<file path="config.mk">
export PLATFORM = sky130hd
export DESIGN_NAME = hazard_ctrl
export DESIGN_NICKNAME = d
export VERILOG_FILES = /design/src/rtl/hazard_pkg.sv /design/src/rtl/hazard_ctrl_sat_counter.sv /design/src/rtl/hazard_ctrl.sv
export SDC_FILE = /design/constraint.sdc
export NUM_CORES = 1
export LEC_CHECK = 0
export ABC_AREA = 1
export CAP_MARGIN = 20
export CORE_MARGIN = 1.5
export CORE_UTILIZATION = 45
export DETAILED_ROUTE_END_ITERATION = 12
export GPL_ROUTABILITY_DRIVEN = 1
export HOLD_SLACK_MARGIN = 0.05
export PLACE_DENSITY = 0.88
export SETUP_SLACK_MARGIN = 0.2
export SLEW_MARGIN = 20
export SYNTH_ARGS = -nofsm -noshare
export SYNTH_HDL_FRONTEND = slang
export SYNTH_SLANG_ARGS = --single-unit
</file>
<file path="constraint.sdc">
create_clock -name clk -period 2.05 [get_ports clk]
set_clock_uncertainty 0.2 [all_clocks]
set_input_delay 0.205 -clock clk [delete_from_list [all_inputs] [get_ports clk]]
set_output_delay 0.205 -clock clk [all_outputs]
set_load 0.02 [all_outputs]
</file>
<file path="src/rtl/hazard_pkg.sv">
// Shared types and constants for the pipeline hazard/forwarding controller.
package hazard_pkg;

  typedef enum logic [1:0] {
    FWD_RF = 2'b00,
    FWD_W  = 2'b01,
    FWD_M  = 2'b10
  } fwd_sel_t;

  localparam logic [1:0] RES_LOAD = 2'b01;

  typedef enum logic {
    IDLE,
    WAIT
  } mem_state_t;

endpackage

</file>
<file path="src/rtl/hazard_ctrl_sat_counter.sv">
// Saturating up-counter: increments on inc and holds at all-ones instead of wrapping.
module sat_counter #(
  parameter int W = 32
) (
  input  logic         clk,
  input  logic         rst,
  input  logic         inc,
  output logic [W-1:0] count
);

  logic [W-1:0] count_reg;

  always_ff @(posedge clk) begin
    if (rst) begin
      count_reg <= '0;
    end else if (inc && (count_reg != '1)) begin
      count_reg <= count_reg + W'(1);
    end
  end

  assign count = count_reg;

endmodule

</file>
<file path="src/rtl/hazard_ctrl.sv">
// Hazard and forwarding controller for the 5-stage RV32I pipeline: forwarding,
// load-use/interlock stalls, data-memory wait with timeout, flush arbitration, counters.
module hazard_ctrl
  import hazard_pkg::*;
#(
  parameter int REG_AW      = 5,
  parameter int FWD_EN      = 1,
  parameter int MEM_TIMEOUT = 15,
  parameter int CNT_W       = 32
) (
  input  logic              clk,
  input  logic              rst,
  input  logic [REG_AW-1:0] Rs1D,
  input  logic [REG_AW-1:0] Rs2D,
  input  logic [REG_AW-1:0] Rs1E,
  input  logic [REG_AW-1:0] Rs2E,
  input  logic [REG_AW-1:0] RdE,
  input  logic [REG_AW-1:0] RdM,
  input  logic [REG_AW-1:0] RdW,
  input  logic              RegWriteE,
  input  logic              RegWriteM,
  input  logic              RegWriteW,
  input  logic [1:0]        ResultSrcE,
  input  logic              PCSrcE,
  input  logic              MemReqM,
  input  logic              MemReadyM,
  output logic [1:0]        ForwardAE,
  output logic [1:0]        ForwardBE,
  output logic              StallF,
  output logic              StallD,
  output logic              StallE,
  output logic              StallM,
  output logic              FlushD,
  output logic              FlushE,
  output logic              FlushW,
  output logic              MemErr,
  output logic [CNT_W-1:0]  StallCnt,
  output logic [CNT_W-1:0]  FlushCnt
);

  localparam int WCW = $clog2(MEM_TIMEOUT + 1);

  mem_state_t     state_reg, state_next;
  logic [WCW-1:0] wcnt_reg, wcnt_next;
  logic           mem_err_reg;
  logic           mstall;
  logic           timeout;
  logic           luse;
  logic           branch_flush;
  fwd_sel_t       fwd_a, fwd_b;

  // Forwarding paths and RAW detection differ structurally between the two modes.
  generate
    if (FWD_EN != 0) begin : g_fwd
      logic load_e;

      always_comb begin
        fwd_a = FWD_RF;
        if (RegWriteM && (RdM != '0) && (RdM == Rs1E)) begin
          fwd_a = FWD_M;
        end else if (RegWriteW && (RdW != '0) && (RdW == Rs1E)) begin
          fwd_a = FWD_W;
        end
      end

      always_comb begin
        fwd_b = FWD_RF;
        if (RegWriteM && (RdM != '0) && (RdM == Rs2E)) begin
          fwd_b = FWD_M;
        end else if (RegWriteW && (RdW != '0) && (RdW == Rs2E)) begin
          fwd_b = FWD_W;
        end
      end

      assign load_e = (ResultSrcE == RES_LOAD) && RegWriteE && (RdE != '0);
      assign luse   = load_e && ((RdE == Rs1D) || (RdE == Rs2D));
    end else begin : g_interlock
      logic hit1, hit2;

      // No RF-to-W check: the register file writes before it reads in the same cycle.
      assign hit1 = (Rs1D != '0) &&
                    ((RegWriteE && (Rs1D == RdE)) || (RegWriteM && (Rs1D == RdM)));
      assign hit2 = (Rs2D != '0) &&
                    ((RegWriteE && (Rs2D == RdE)) || (RegWriteM && (Rs2D == RdM)));
      assign luse  = hit1 || hit2;
      assign fwd_a = FWD_RF;
      assign fwd_b = FWD_RF;
    end
  endgenerate

  always_comb begin
    state_next = state_reg;
    wcnt_next  = wcnt_reg;
    mstall     = 1'b0;
    timeout    = 1'b0;
    case (state_reg)
      IDLE: begin
        if (MemReqM && !MemReadyM) begin
          mstall     = 1'b1;
          state_next = WAIT;
          wcnt_next  = WCW'(1);
        end
      end
      WAIT: begin
        if (MemReadyM) begin
          state_next = IDLE;
        end else if (wcnt_reg == WCW'(MEM_TIMEOUT)) begin
          // Give up on the access and let the pipeline advance; the error is sticky.
          timeout    = 1'b1;
          state_next = IDLE;
        end else begin
          mstall    = 1'b1;
          wcnt_next = wcnt_reg + WCW'(1);
        end
      end
      default: state_next = IDLE;
    endcase
  end

  always_ff @(posedge clk) begin
    if (rst) begin
      state_reg   <= IDLE;
      wcnt_reg    <= '0;
      mem_err_reg <= 1'b0;
    end else begin
      state_reg <= state_next;
      wcnt_reg  <= wcnt_next;
      if (timeout) begin
        mem_err_reg <= 1'b1;
      end
    end
  end

  // A memory stall freezes a taken branch in E; its flush fires once E advances.
  always_comb begin
    StallF       = 1'b0;
    StallD       = 1'b0;
    StallE       = 1'b0;
    StallM       = 1'b0;
    FlushD       = 1'b0;
    FlushE       = 1'b0;
    FlushW       = 1'b0;
    branch_flush = 1'b0;
    if (rst) begin
      FlushD = 1'b1;
      FlushE = 1'b1;
      FlushW = 1'b1;
    end else if (mstall) begin
      StallF = 1'b1;
      StallD = 1'b1;
      StallE = 1'b1;
      StallM = 1'b1;
      FlushW = 1'b1;
    end else if (PCSrcE) begin
      FlushD       = 1'b1;
      FlushE       = 1'b1;
      branch_flush = 1'b1;
    end else if (luse) begin
      StallF = 1'b1;
      StallD = 1'b1;
      FlushE = 1'b1;
    end
  end

  assign ForwardAE = rst ? FWD_RF : fwd_a;
  assign ForwardBE = rst ? FWD_RF : fwd_b;
  assign MemErr    = mem_err_reg;

  sat_counter #(.W(CNT_W)) u_stall_cnt (
    .clk   (clk),
    .rst   (rst),
    .inc   (StallF),
    .count (StallCnt)
  );

  sat_counter #(.W(CNT_W)) u_flush_cnt (
    .clk   (clk),
    .rst   (rst),
    .inc   (branch_flush),
    .count (FlushCnt)
  );

endmodule

</file>
==> impl_metrics.env, run 1 <==
export IMPL_num_vias=6412
export IMPL_row_count=37
export IMPL_cts_root_buf="clkbuf_8"
export IMPL_top_layer="met4"
export IMPL_finalHoldViolCount=0
export IMPL_ys_warn_count=0
export IMPL_setup_viol=27
export IMPL_numCtsBuffers=9
export IMPL_place_congestion=0.998
export IMPL_h_tree_depth=3
export IMPL_ioPinCount=121
export IMPL_grt_usage_pct=28.7
export IMPL_path_max_fanout=4
export IMPL_endpoint_kind="output port"
export IMPL_hp_class="input port to register"
export IMPL_synth_cells=790
export IMPL_dpl_worst_slack_ns=-0.534
export IMPL_synth_fp_nets=838
export IMPL_drive_gt1_share_pct=26.9
export IMPL_fin_crit_sh_pct=107
export IMPL_route_detailed_drc=0
export IMPL_grt_pass1_wl_mm=26.4
export IMPL_grt_antenna_before_repair=0
export IMPL_synth_ff_type="dfxtp_1"
export IMPL_met1_length_mm=6.77
export IMPL_synthDistinctLibCells=34
export IMPL_grt_pass1_vias=5831
export IMPL_die_height_um=107
export IMPL_overflow=0
export IMPL_syn_area_sq_um=4830
export IMPL_period_needed_ns=2.20
export IMPL_core_sq_um=10400
export IMPL_vdd_drop_max_v=0.000321
export IMPL_hpwl_mm=11.4
export IMPL_synth_edf_count=0
export IMPL_grt_max_degree=35
export IMPL_met3_length_mm=1.54
export IMPL_die_w_um=107
export IMPL_wl_mm=19.1
export IMPL_wire_per_inst_um=16.8
export IMPL_start_util_pct=46.6
export IMPL_rsz0062_at_grt="true"
export IMPL_powerDensity_nw_per_um2=419
export IMPL_portBuffers=120
export IMPL_numClockSinks=70
export IMPL_die_area_sq_um=11400
export IMPL_drtPass1Iterations=8
export IMPL_synth_seq_cells=70
export IMPL_ctsHoldBuffers=0
export IMPL_finalMaxSlewViolations=0
export IMPL_crit_required_ns=1.64
export IMPL_ys_async_sr_fraction_pct=0
export IMPL_fin_nets=1046
export IMPL_clk_pin_slew_worst_paths_ns=0.08
export IMPL_seq_area_frac_synth_pct=29.0
export IMPL_path_class="register to output port"
export IMPL_worstSetupStartpointType="register"
export IMPL_cts_tree="done"
export IMPL_finalPower_mw=3.31
export IMPL_fin_util_pct=76.2
export IMPL_worst_pin_slew_ns=0.520
export IMPL_multiInputGateArea_sq_um=3570
export IMPL_cts_buffer_depth=2
export IMPL_fill_cells=689
export IMPL_n_antenna_cell=0
export IMPL_outcome="complete, but fails checks"
export IMPL_avgSynthCellArea_sq_um=6.12
export IMPL_via_per_inst=5.63
export IMPL_regArea_sq_um=1430
export IMPL_clk_latency_ns=0.37
export IMPL_timing_fmax_mhz=455
export IMPL_maxCapViolCount=0
export IMPL_crit_arrival_ns=1.79
export IMPL_setup_ws_ns=-0.146
export IMPL_area_growth_syn_to_layout_pct=63.5
export IMPL_wl_met2_mm=9.63
export IMPL_relSlewSlack_pct=65.1
export IMPL_antenna_left=0
export IMPL_first_iter_violations=437
export IMPL_p_leak_nw=3.80
export IMPL_failed_checks="setup timing"
-- metal layers --
metal,global-route usage [%],up-vias
met1,32.2,2905
met4,14.7,0
li1,-,2960
met5,0,-
met2,50.9,418
met3,6.08,129
-- power breakdown --
part	total [mW]	switching [mW]	internal, mW
clock	1.38	0.579	0.801
combinational	0.558	0.294	0.264
sequential	1.37	0.00802	1.36
total	3.31	0.882	2.43
-- cells by family (layout without fill, tap and decap cells) --
group / count (synthesis) / count (layout) / share of synthesized area [%]
simple gates: 499 / 499 / 44.0
buf+inv: 86 / 298 / 7.95
compound gates: 80 / 80 / 8.81
flops: 70 / 70 / 29.0
xor+xnor: 52 / 52 / 9.43
fa+ha+maj: 3 / 3 / 0.777
-- repair_timing --
action / 4_1_cts / 5_1_grt
pin swaps: 14 / 41
gates cloned: 3 / 3
setup buffers: 6 / 8
resized for setup: 123 / 179
endpoints found under the setup margin: 81 / 116
-- layout make-up --
class                   count  area share [%]
clock buffers               9            1.57
repair buffers            223            28.2
well taps                 136            2.15
inverters                  59            3.04
flip-flops and latches     70            18.2
clock inverters             6            1.41
multi-input cells         634            45.2
repair inverters            1           0.206
-- worst paths after layout --
check	end	cells after the start	start	slack, ns
setup / recovery	StallD	7	state_reg	-0.15
hold / removal	u_flush_cnt.count[19]	3	rst	0.25
setup reg to reg	u_flush_cnt.count[8]	12	state_reg	-0.10
hold reg to reg	u_flush_cnt.count[31]	2	u_flush_cnt.count[31]	0.30
-- stage by stage --
step	setup TNS (ns)	hold WS (ns)	cell area (sq um)	std cells
floorplan	-0.136	0.205	4910	790
detailed placement	-19.71	0.266	6750	1103
CTS	-0.277	0.210	7190	1127
finish	-0.979	0.250	7900	1138
global placement	-15.55	0.247	6750	1103
global route	-5.59	0.266	7900	1138
-- cell usage in the layout, fill, tap and decap left out, types with 12 or more instances in the layout --
master,n
clkdlybuf4s50_1,43
buf_4,83
nand4_1,38
buf_6,18
a21oi_1,45
nor2_4,12
nand2_2,23
inv_1,51
nor2_1,107
nor3_1,12
dfxtp_1,52
xor2_1,32
dlygate4sd2_1,17
nand3_1,14
xnor2_1,14
nand2_1,239
a21oi_2,15
nand3b_1,13
dlymetal6s2s_1,41
dfxtp_2,14
-- critical path, cell delays in order, from the launching register on --
cell        delay, ns
dfxtp_1          0.40
o21ai_1          0.17
nor2_4           0.16
inv_2            0.07
a21oi_4          0.18
clkinvlp_4       0.15
a21oi_4          0.16
buf_6            0.14
-- synthesized netlist by cell type (4+ instances only) --
library cell  count  share of area [%]
nor3_1           19                2.0
xor2_1           33                6.0
buf_2             7               0.73
nand2_1         270                 21
o21ai_0          12                1.2
xnor2_1          19                3.4
nor2_1          123                9.6
inv_2             4               0.31
nand3b_1         13                2.0
a21oi_1          61                6.3
clkbuf_1         11               0.85
nand4_1          38                4.9
buf_6             6                1.4
inv_1            55                4.3
nor2_2            5               0.65
dfxtp_1          70                 29
nand3_1          18                1.9
Power figures use the tool's default switching activity.
==> run 2, diff against run 1 <==
- CORE_ASPECT_RATIO: default -> 1.75
- PLACE_DENSITY: 0.88 -> 0.86
==> impl_metrics.env, run 2 (synthesis results as in run 1) <==
export IMPL_outcome="complete, but fails checks"
export IMPL_failed_checks="setup timing"
export IMPL_seq_power_share_pct=41.3
export IMPL_num_vias=6119
export IMPL_startpoint="wcnt_reg[0]"
export IMPL_n_antenna_cell=0
export IMPL_clk_latency_ns=0.33
export IMPL_p_leak_nw=3.22
export IMPL_die_w_um=81.3
export IMPL_drtPass1Iterations=5
export IMPL_rr_startpoint="wcnt_reg[0]"
export IMPL_grt_usage_pct=31.1
export IMPL_setup_ws_ns=-0.0892
export IMPL_p_switching_uw=848
export IMPL_dpl_worst_slack_ns=-0.625
export IMPL_hpwl_mm=12.4
export IMPL_path_class="register to output port"
export IMPL_numClockSinks=70
export IMPL_reg2reg_slack_ns=-0.06
export IMPL_pwr_share_comb_pct=15.4
export IMPL_die_height_um=140
export IMPL_core_sq_um=10400
export IMPL_wl_mm=18.0
export IMPL_drive_gt1_share_pct=23.2
export IMPL_crit_chain="ha_4 > nand3_4 > nor2_4 > nor2_4 > inv_2 > a21oi_4 > clkinvlp_4 > a21oi_4 > buf_6"
export IMPL_grt_pass1_wl_mm=27.1
export IMPL_start_util_pct=46.6
export IMPL_portBuffers=120
export IMPL_min_from="rst"
export IMPL_cts_buffer_depth=2
export IMPL_min_to="wcnt_reg[2]"
export IMPL_final_cell_mix="nand2_1, nor2_1, clkdlybuf4s50_1"
export IMPL_timing_fmax_mhz=467
export IMPL_grt_pass1_vias=5736
export IMPL_grt_max_degree=54
export IMPL_fill_cells=799
export IMPL_overflow=0
export IMPL_fin_nets=1026
export IMPL_min_path_cells=3
export IMPL_hp_class="input port to register"
export IMPL_clk_pin_slew_worst_paths_ns=0.05
export IMPL_die_area_sq_um=11400
export IMPL_relSlewSlack_pct=56.1
export IMPL_finalMaxSlewViolations=0
export IMPL_period_needed_ns=2.14
export IMPL_place_congestion=0.981
export IMPL_endpoint_kind="output port"
export IMPL_antenna_left=0
export IMPL_finalHoldViolCount=0
export IMPL_via_per_inst=5.52
export IMPL_grt_antenna_before_repair=0
export IMPL_numCtsBuffers=9
export IMPL_design_area_sq_um=7610
export IMPL_powerDensity_nw_per_um2=439
export IMPL_fin_util_pct=73.4
export IMPL_setup_viol=48
export IMPL_cts_root_buf="clkbuf_16"
export IMPL_path_max_fanout=3
export IMPL_wire_per_inst_um=16.3
export IMPL_row_count=49
export IMPL_cts_tree="done"
export IMPL_crit_arrival_ns=1.73
export IMPL_cp_slowest_cell="dfxtp_2"
export IMPL_placed_cell_area_sq_um=6660
export IMPL_final_common_cell="nand2_1"
export IMPL_area_growth_syn_to_layout_pct=57.5
export IMPL_vdd_drop_max_v=0.000495
export IMPL_worstSetupStartpointType="register"
export IMPL_ioPinCount=121
export IMPL_first_iter_violations=387
export IMPL_power_internal_mw=2.49
export IMPL_rr_worst_depth=12
export IMPL_maxCapViolCount=0
export IMPL_crit_required_ns=1.64
export IMPL_worstReg2RegEnd="u_stall_cnt.count[12]"
export IMPL_slowest_delay_ns=0.33
export IMPL_finalPower_mw=3.34
export IMPL_rsz0062_at_grt="true"
export IMPL_clock_power_share_pct=43.3
export IMPL_route_detailed_drc=0
export IMPL_fin_crit_sh_pct=104
export IMPL_switching_share_pct=25.4
export IMPL_worst_pin_slew_ns=0.659
export IMPL_h_tree_depth=3
-- run 2: final cells by class --
type	instances	area (sq um)	share of cell area, %
clock buffers	14	264	3.47
clock inverters	1	5.00	0.0658
inverters	59	238	3.12
multi-input cells	634	3510	46.2
flip-flops and latches	70	1430	18.8
well taps	127	159	2.09
repair buffers	203	1980	26.0
repair inverters	1	16.3	0.214
-- run 2: worst max path at each step --
stage / to / slack [ns] / cells after the start
finish: StallF / -0.09 / 9
global route: StallF / -0.17 / 9
CTS: StallF / -0.05 / 9
detailed placement: ForwardAE[1] / -0.62 / 7
global placement: ForwardAE[1] / -0.60 / 7
floorplan: StallF / -0.14 / 10
-- run 2: through the flow --
step                TNS (ns)  cells  hold slack [ns]
floorplan             -0.136    790            0.205
global placement      -22.86   1081            0.266
detailed placement    -27.03   1081            0.269
CTS                   -0.329   1102            0.153
global route           -5.83   1109            0.203
finish                 -1.52   1109            0.185
-- run 2: timing repair --
| item | 4_1_cts | 5_1_grt |
|---|---|---|
| hold buffers | 0 | 0 |
| resized for setup | 117 | 136 |
| setup buffers | 5 | 5 |
| endpoints found under the setup margin | 76 | 91 |
| gates cloned | 1 | 2 |
| pin swaps | 16 | 40 |
-- run 2: critical path: cells and delay by family (launching register included) --
family	cells	cell delay, ns
DFF	1	0.33
buffers and inverters	3	0.33
adders and majority gates	1	0.17
AOI/OAI and AO/OA	2	0.35
and+or+nand+nor	3	0.21
-- run 2: power groups by stage --
stage | logic [mW] | clock network [mW] | registers (mW)
final | 0.514 | 1.44 | 1.38
after CTS | 0.453 | 1.46 | 1.38
after global routing | 0.545 | 1.51 | 1.38
after detailed placement | 0.415 | 0 | 1.41
after floorplan | 0.194 | 0 | 1.41
after global placement | 0.406 | 0 | 1.41
-- run 2: metal layers --
metal / wire length, um / vias up / GRT usage, %
met5: 0 / - / 0
met4: 1130 / 0 / 18.9
met3: 1140 / 89 / 6.91
met2: 9940 / 293 / 57.2
met1: 5810 / 2818 / 29.9
li1: - / 2919 / -
==> run 3, diff against run 2 <==
- PLACE_DENSITY: 0.86 -> 0.77
- clock period: 2.05 -> 1.8 ns (I/O delays scaled with it)
==> impl_metrics.env, run 3 (synthesis results as in run 1) <==
export IMPL_ctsHoldBuffers=0
export IMPL_path_common_cell="nor2_4"
export IMPL_powerDensity_nw_per_um2=493
export IMPL_core_sq_um=10400
export IMPL_reg2reg_slack_ns=-0.41
export IMPL_clk_pin_slew_worst_paths_ns=0.06
export IMPL_wire_per_inst_um=17.2
export IMPL_worstReg2RegEnd="u_flush_cnt.count[19]"
export IMPL_crit_required_ns=1.80
export IMPL_fin_tns_setup_ns=-22.91
export IMPL_power_internal_mw=3.19
export IMPL_final_common_cell="nand2_1"
export IMPL_via_per_inst=5.53
export IMPL_die_height_um=140
export IMPL_cts_tree="done"
export IMPL_min_path_cells=3
export IMPL_relSlewSlack_pct=54.1
export IMPL_cp_num_buf_inv=3
export IMPL_wl_mm=21.0
export IMPL_row_count=49
export IMPL_vdd_drop_max_v=0.000505
export IMPL_hp_class="input port to register"
export IMPL_start_util_pct=46.6
export IMPL_finalMaxSlewViolations=0
export IMPL_route_detailed_drc=0
export IMPL_worstSetupStartpointType="register"
export IMPL_cp_top_family="simple AND/OR/NAND/NOR gates"
export IMPL_worst_pin_slew_ns=0.689
export IMPL_drtPass1Iterations=5
export IMPL_rsz0062_at_grt="true"
export IMPL_cts_buffer_depth=2
export IMPL_maxCapViolCount=0
export IMPL_min_from="rst"
export IMPL_cp_slowest_cell="dfxtp_2"
export IMPL_numCtsBuffers=9
export IMPL_fin_nets=1138
export IMPL_finalHoldViolCount=0
export IMPL_path_class="register to register"
export IMPL_first_iter_violations=377
export IMPL_place_congestion=1.02
export IMPL_h_tree_depth=3
export IMPL_crit_chain="ha_4 > nand3_4 > nor2_4 > nor2_4 > inv_4 > buf_6 > nand2_4 > nor2_4 > nand2_8 > buf_8 > nor2_4 > xnor2_2 > nor2_1"
export IMPL_period_needed_ns=2.21
export IMPL_seq_power_share_pct=36.7
export IMPL_clk_latency_ns=0.33
export IMPL_failed_checks="setup timing"
export IMPL_setup_ws_ns=-0.406
export IMPL_endpoint_kind="register"
export IMPL_cts_root_buf="clkbuf_16"
export IMPL_slowest_delay_ns=0.35
export IMPL_timing_fmax_mhz=453
export IMPL_area_growth_syn_to_layout_pct=78.7
export IMPL_fin_crit_sh_pct=123
export IMPL_outcome="complete, but fails checks"
export IMPL_rr_startpoint="wcnt_reg[1]"
export IMPL_clock_power_share_pct=45.8
export IMPL_p_switching_mw=1.06
export IMPL_rr_worst_depth=13
export IMPL_pwr_share_comb_pct=17.4
export IMPL_n_antenna_cell=0
export IMPL_switching_share_pct=25.0
export IMPL_setup_viol=71
export IMPL_overflow=0
export IMPL_ioPinCount=121
export IMPL_portBuffers=120
export IMPL_final_cell_mix="nand2_1, buf_4, nor2_1"
export IMPL_finalPower_mw=4.26
export IMPL_num_vias=6755
export IMPL_path_max_fanout=5
export IMPL_hpwl_mm=13.2
export IMPL_drive_gt1_share_pct=35.1
export IMPL_grt_max_degree=52
export IMPL_crit_arrival_ns=2.20
export IMPL_grt_antenna_before_repair=0
export IMPL_p_leak_nw=3.82
export IMPL_grt_pass1_vias=6514
export IMPL_die_area_sq_um=11400
export IMPL_grt_usage_pct=35.7
export IMPL_numClockSinks=70
export IMPL_antenna_left=0
export IMPL_grt_pass1_wl_mm=31.0
export IMPL_die_w_um=81.3
export IMPL_min_to="MemErr"
run 3: changes by cell type in the layout (fill, tap and decap cells not counted), sizes merged:
| cell | before | now |
|---|---|---|
| clkdlybuf4s15 | 3 | 4 |
| nand2 | 273 | 274 |
| clkbuf | 17 | 20 |
| dlygate4sd2 | 13 | 62 |
| clkinv | 3 | 2 |
| dlymetal6s2s | 18 | 1 |
| inv | 57 | 58 |
| clkdlybuf4s50 | 71 | 21 |
| bufinv | 0 | 1 |
| buf | 94 | 219 |
run 3: worst max path at each step:
stage                      startpoint               endpoint  slack, ns  cells after the start
final                     wcnt_reg[1]  u_flush_cnt.count[19]      -0.41                     13
after global routing      wcnt_reg[0]  u_flush_cnt.count[19]      -0.48                     13
after CTS                 wcnt_reg[0]                 StallD      -0.29                      9
after detailed placement       RdM[2]           ForwardAE[1]      -0.70                      7
after global placement         RdM[3]           ForwardAE[1]      -0.70                      7
after floorplan           wcnt_reg[1]                 StallF      -0.36                     10
run 3: final cells by class:
| cell class | instances | area, sq um |
|---|---|---|
| inverter | 59 | 240 |
| clock inverter | 2 | 35.0 |
| sequential | 70 | 1430 |
| tap | 127 | 159 |
| timing repair inverter | 1 | 6.26 |
| timing repair buffer | 314 | 2820 |
| multi-input combinational | 635 | 3640 |
| clock buffer | 14 | 295 |
| fill | 668 | 1730 |
run 3: what timing repair did:
action | 4_1_cts | 5_1_grt
gates resized for setup | 303 | 104
setup buffers | 15 | 7
cloned | 8 | 2
pin swaps | 38 | 42
setup endpoints to repair | 140 | 84
run 3: through the flow:
step	instances	setup slack (ns)	util [%]	area, sq um	hold WS, ns
6_report	1222	-0.406	83.3	8630	0.119
3_5_place_dp	1174	-0.698	71.3	7390	0.264
3_3_place_gp	1174	-0.701	71.3	7390	0.265
4_1_cts	1213	-0.288	79.7	8260	0.118
5_1_grt	1222	-0.483	83.3	8630	0.126
2_1_floorplan	790	-0.361	-	4960	0.180
run 3: worst reg2reg max path: stages (launching register included):
cell     delay, ns
dfxtp_2       0.35
ha_4          0.15
nand3_4       0.07
nor2_4        0.16
nor2_4        0.06
inv_4         0.10
buf_6         0.11
nand2_4       0.06
nor2_4        0.26
nand2_8       0.13
buf_8         0.16
nor2_4        0.10
xnor2_2       0.11
nor2_1        0.05
run 3: power by group through the flow:
stage | registers, mW | logic [mW] | clock network [mW]
global placement | 1.60 | 0.498 | 0
CTS | 1.56 | 0.642 | 1.95
finish | 1.56 | 0.741 | 1.95
global route | 1.56 | 0.776 | 2.02
floorplan | 1.61 | 0.226 | 0
detailed placement | 1.60 | 0.504 | 0
run 3: metal layers:
layer	vias to the layer above	wire length, um	track usage (%)	share of wire [%]
li1	3158	-	-	-
met1	3073	6810	34.8	32
met2	370	10700	62.8	51
met3	154	1540	7.62	7.3
met4	0	1910	27.0	9.1
met5	-	0	0	0
